**config.mk**
```make
export PLATFORM = sky130hd
export DESIGN_NAME = five4add_driver
export DESIGN_NICKNAME = d
export VERILOG_FILES = /design/src/rtl/five4add_driver.sv
export SDC_FILE = /design/constraint.sdc
export NUM_CORES = 1
export LEC_CHECK = 0
export BUFFER_PORTS_ARGS = -buffer_cell sky130_fd_sc_hd__buf_2
export CORE_UTILIZATION = 30
export DETAILED_ROUTE_END_ITERATION = 10
export PLACE_DENSITY = 0.6
export SLEW_MARGIN = 20
export SYNTH_ARGS = -nofsm -noshare
export SYNTH_HDL_FRONTEND = slang
export SYNTH_SLANG_ARGS = --single-unit
export TNS_END_PERCENT = 10
```
**constraint.sdc**
```tcl
create_clock -name clk -period 2.2 [get_ports clk]
set_clock_uncertainty 0.2 [all_clocks]
set_input_delay 0.33 -clock clk [delete_from_list [all_inputs] [get_ports clk]]
set_output_delay 0.33 -clock clk [all_outputs]
set_load 0.1 [all_outputs]
```
**src/rtl/five4add_driver.sv**
```systemverilog
// Sequencer that loads operands A..E into the five-operand adder through its
// push-button strobe interface, then captures and checks the settled sum.
module five4add_driver #(
    parameter int W          = 4,
    parameter int SETUP_CYC  = 1,
    parameter int PULSE_CYC  = 2,
    parameter int SETTLE_CYC = 2
) (
    input  logic           clk,
    input  logic           rst_n,
    input  logic           start,
    input  logic [W-1:0]   op_a,
    input  logic [W-1:0]   op_b,
    input  logic [W-1:0]   op_c,
    input  logic [W-1:0]   op_d,
    input  logic [W-1:0]   op_e,
    input  logic [W+2:0]   sum_in,
    output logic [3:0]     PB,
    output logic           RPB,
    output logic [W-1:0]   Y,
    output logic           busy,
    output logic           done,
    output logic [W+2:0]   result,
    output logic           mismatch
);

    localparam int SW = W + 3;

    typedef enum logic [2:0] {IDLE, SETUP, STROBE, HOLD, SETTLE, CAPTURE} state_t;

    state_t         state;
    logic [7:0]     cnt;
    logic [2:0]     k;
    logic [W-1:0]   ops [5];
    logic [SW-1:0]  expected;

    // NOTE: all state here uses non-blocking assignments so every register
    // samples pre-edge values; blocking writes would create order-dependent races.
    always_ff @(posedge clk or negedge rst_n) begin
        if (!rst_n) begin
            state    <= IDLE;
            cnt      <= '0;
            k        <= '0;
            // NOTE: the operand copy is a handful of flops, not a RAM, so it is
            // reset along with everything else to keep it free of X after reset.
            for (int i = 0; i < 5; i++) ops[i] <= '0;
            expected <= '0;
            PB       <= '0;
            RPB      <= 1'b0;
            Y        <= '0;
            busy     <= 1'b0;
            done     <= 1'b0;
            result   <= '0;
            mismatch <= 1'b0;
        end else begin
            done <= 1'b0;
            case (state)
                IDLE: begin
                    if (start) begin
                        ops[0]   <= op_a;
                        ops[1]   <= op_b;
                        ops[2]   <= op_c;
                        ops[3]   <= op_d;
                        ops[4]   <= op_e;
                        expected <= SW'(op_a) + SW'(op_b) + SW'(op_c) + SW'(op_d) + SW'(op_e);
                        k        <= '0;
                        cnt      <= '0;
                        Y        <= op_a;
                        busy     <= 1'b1;
                        state    <= SETUP;
                    end
                end
                SETUP: begin
                    if (cnt == 8'(SETUP_CYC - 1)) begin
                        cnt <= '0;
                        // Operands A..D use PB[k]; E has its own strobe.
                        if (k == 3'd4) RPB <= 1'b1;
                        else           PB  <= 4'b0001 << k[1:0];
                        state <= STROBE;
                    end else begin
                        cnt <= cnt + 8'd1;
                    end
                end
                STROBE: begin
                    if (cnt == 8'(PULSE_CYC - 1)) begin
                        cnt   <= '0;
                        PB    <= '0;
                        RPB   <= 1'b0;
                        state <= HOLD;
                    end else begin
                        cnt <= cnt + 8'd1;
                    end
                end
                HOLD: begin
                    if (k == 3'd4) begin
                        Y     <= '0;
                        state <= SETTLE;
                    end else begin
                        k     <= k + 3'd1;
                        Y     <= ops[k + 3'd1];
                        state <= SETUP;
                    end
                end
                SETTLE: begin
                    if (cnt == 8'(SETTLE_CYC - 1)) begin
                        cnt   <= '0;
                        state <= CAPTURE;
                    end else begin
                        cnt <= cnt + 8'd1;
                    end
                end
                CAPTURE: begin
                    result   <= sum_in;
                    mismatch <= (sum_in != expected);
                    done     <= 1'b1;
                    busy     <= 1'b0;
                    state    <= IDLE;
                end
                default: state <= IDLE;
            endcase
        end
    end

endmodule

```
==> out/metrics.csv <==
metric,value,unit
drc violations,0,
sequential cell area fraction in the yosys report,44.83,%
Clock Root Buffer,clkbuf_8,
Main synth FF type,dfrtp_1,
DIE HEIGHT,107.7,um
max-cap viol count,0,
Inserted Diodes,0,
"Largest stage delay, worst path",0.51,ns
fin worst setup slack,-0.7505,ns
Mapped Cells,348,
Critical R2R Launch,cnt[5],
synth warn,0,
Post-DP Area,3940,um^2
Worst VDD drop,0.6739,mV
ANT nets after route,0,
Worst Hold Class,input pin to flop,
"most common cell after layout, fill and taps aside",nand2_1,
initial core utilization,30.90,%
initial antenna violation count,0,
Post-Layout Cell Count,562,
Final Hold Vio Count,0,
Synth async-reset ratio,100.0,%
final WL,7512,um
H-Tree Depth,3,
max_slew headroom,62.60,%
WL/cell,13.37,um
reg2reg path depth,5,
CTS tree,yes,
vias in the first global route,2689,
FP Rows,38,
Post-CTS Setup Bufs,0,
"Core Util, Final",38.77,%
Setup CP Type,input pin to flop,
setup slack at placement,-1.246,ns
first-pass GRT wire length,12950,um
CP dominant cell by count,fa_1,
die width,107.7,um
Total Nets Final,473,
worst hold stages,3,
Skew-Pair Late Insertion Delay,0.34,ns
number of synthesized register bits,60,
vias after detailed routing,2638,
"commonest non-fill, non-tap cells in the layout","nand2_1, dfrtp_1, buf_2, inv_1, buf_4",
RSZ-0062 raised after global routing,yes,
Slew @ Worst Pin,0.5610,ns
Syn-to-layout area delta,25.48,%
hold path endpoint,ops[0],
vias per inst,4.694,
Min Hold Slack,0.01677,ns
CP Max Fanout,2,
"Cell Area, Synth",3349,um^2
CP Cell Sequence,buf_6 -> inv_2 -> fa_1 -> fa_1 -> inv_2 -> fa_1 -> ha_2 -> fa_2 -> a21o_1 -> a21oi_2 -> xor2_1 -> o21ai_1,
DR iter-0 viols,125,
Final Instance Area,4203,um^2
core footprint,10840,um^2
Die ar.,11590,um^2
status,"finished, violations left",
Setup crit end kind,flop,
Yosys cell types,44,
syn nets,403,
number of setup violations in the final report,6,
pwr dens,1424,nW/um^2
Register-to-Register Setup Slack,0.10,ns
Min-Delay Startpoint,op_e[0],
HPWL after DPL,5497,um
Clock transition at path regs,0.07,ns
largest net degree at the start of global routing,40,
Peak Freq,0.3389,GHz
RePlAce Congestion,0.7418,
Pre-antenna DRT Iters,4,
Worst Path Arrival,2.98,ns
WP data required,2.22,ns
Tot GR Track Use,14.53,%
CTS Buf Count,9,
failing checks,negative setup slack,
setup_tns,-3.149,ns
P_leak,2.102,nW
Synth Area per Inst,9.625,um^2
"Slowest-stage cell, CP",fa_1,
crit path time final,2.950,ns
# placed instances,545,
final slew viol count,0,
Boundary Pins,49,
period utilization,134.1,%
Critical R2R Capture,cnt[4],
port bufs,48,
number of synthesized flops with an enable pin,0,
clk sinks,60,
CTS Buffer Depth,2,
Congestion Overflow GR,0,
CP Launch Point,op_a[1],
"Power, Total",5.985,mW
startpoint types,input pin,
layout cell share with drive strength beyond 1,27.25,%
[synth_stat cells, drive strengths merged, types with 2 or more instances]
library cell / n / area [um^2]
a31oi: 8 / 50.05
nor4: 2 / 12.51
nand3: 2 / 10.01
and3: 3 / 20.02
nand2b: 4 / 25.02
nand2: 85 / 319.1
inv: 29 / 108.9
mux2: 10 / 112.6
a21o: 4 / 30.03
mux2i: 8 / 80.08
o31ai: 3 / 22.52
nor3b: 2 / 20.02
or4: 2 / 18.77
nor3: 6 / 30.03
buf: 3 / 13.76
ha: 14 / 175.2
nor2b: 5 / 31.28
fa: 11 / 220.2
xor2: 5 / 43.79
nand3b: 2 / 15.01
a22o: 6 / 52.55
a21oi: 13 / 65.06
clkbuf: 12 / 45.04
xnor2: 6 / 52.55
nor2: 10 / 40.04
dfrtp: 60 / 1501
o21ai: 22 / 110.1
[layer usage]
| metal | track usage [%] | wire [um] | part of all wire (%) |
|---|---|---|---|
| met4 | 4.012 | 72 | 0.96 |
| met3 | 4.479 | 331 | 4.4 |
| met1 | 19.46 | 3620 | 48 |
| met2 | 22.53 | 3487 | 46 |
| met5 | 0 | 0 | 0 |
[registers in the layout, summed over array words and instances, names as in the netlist, 3 cells and up]
signal / cells
PB: 4
Y: 4
cnt: 8
expected: 7
k: 3
ops: 20
result: 7
state: 3
[timing repair]
item | in CTS | in global routing
hold buffers | 2 | 0
hold endpoints to repair | 22 | 0
pin swaps | 10 | 0
gates resized for setup | 9 | 5
endpoints found under the setup margin | 6 | 15
[how the worst max path moves through the flow]
stage	endpoint	slack, ns	depth (start not counted)
after detailed placement	expected[5]	-1.25	12
after global placement	expected[5]	-1.17	12
final	expected[5]	-0.75	12
after CTS	expected[5]	-0.75	12
after floorplan	expected[5]	-0.99	11
after global routing	expected[5]	-0.86	12
[report_power, final]
group	internal (mW)	total, mW	leakage [nW]	switching, mW
logic	1.11	3.21	1.26	2.10
registers	1.52	1.81	0.752	0.293
clock network	0.548	0.966	0.0935	0.418
[worst max-delay path, delay by kind of cell]
kind / cells / cell delay, ns
buf+inv: 3 / 0.14
fa+ha+maj: 5 / 1.98
compound gates: 3 / 0.36
xor+xnor: 1 / 0.15
[cell type report]
type,instances,area (um^2)
clock buffers,13,148.9
clock inverters,2,35.03
fillers,1133,6638
inverters,29,116.4
multi-input cells,244,1729
flip-flops and latches,60,1501
well taps,140,175.2
repair buffers,74,496.7
[logic make-up (layout without fill, tap and decap cells)]
family          Yosys count  count (layout)  share of synthesized area (%)
compound gates           61              61                          11.24
xor+xnor                 11              11                          2.876
fa+ha+maj                25              25                          11.80
buf+inv                  44             118                          5.005
flops                    60              60                          44.83
mux                      19              19                          6.425
simple gates            128             128                          17.82
Note: power is estimated with default switching activity, not from simulation.
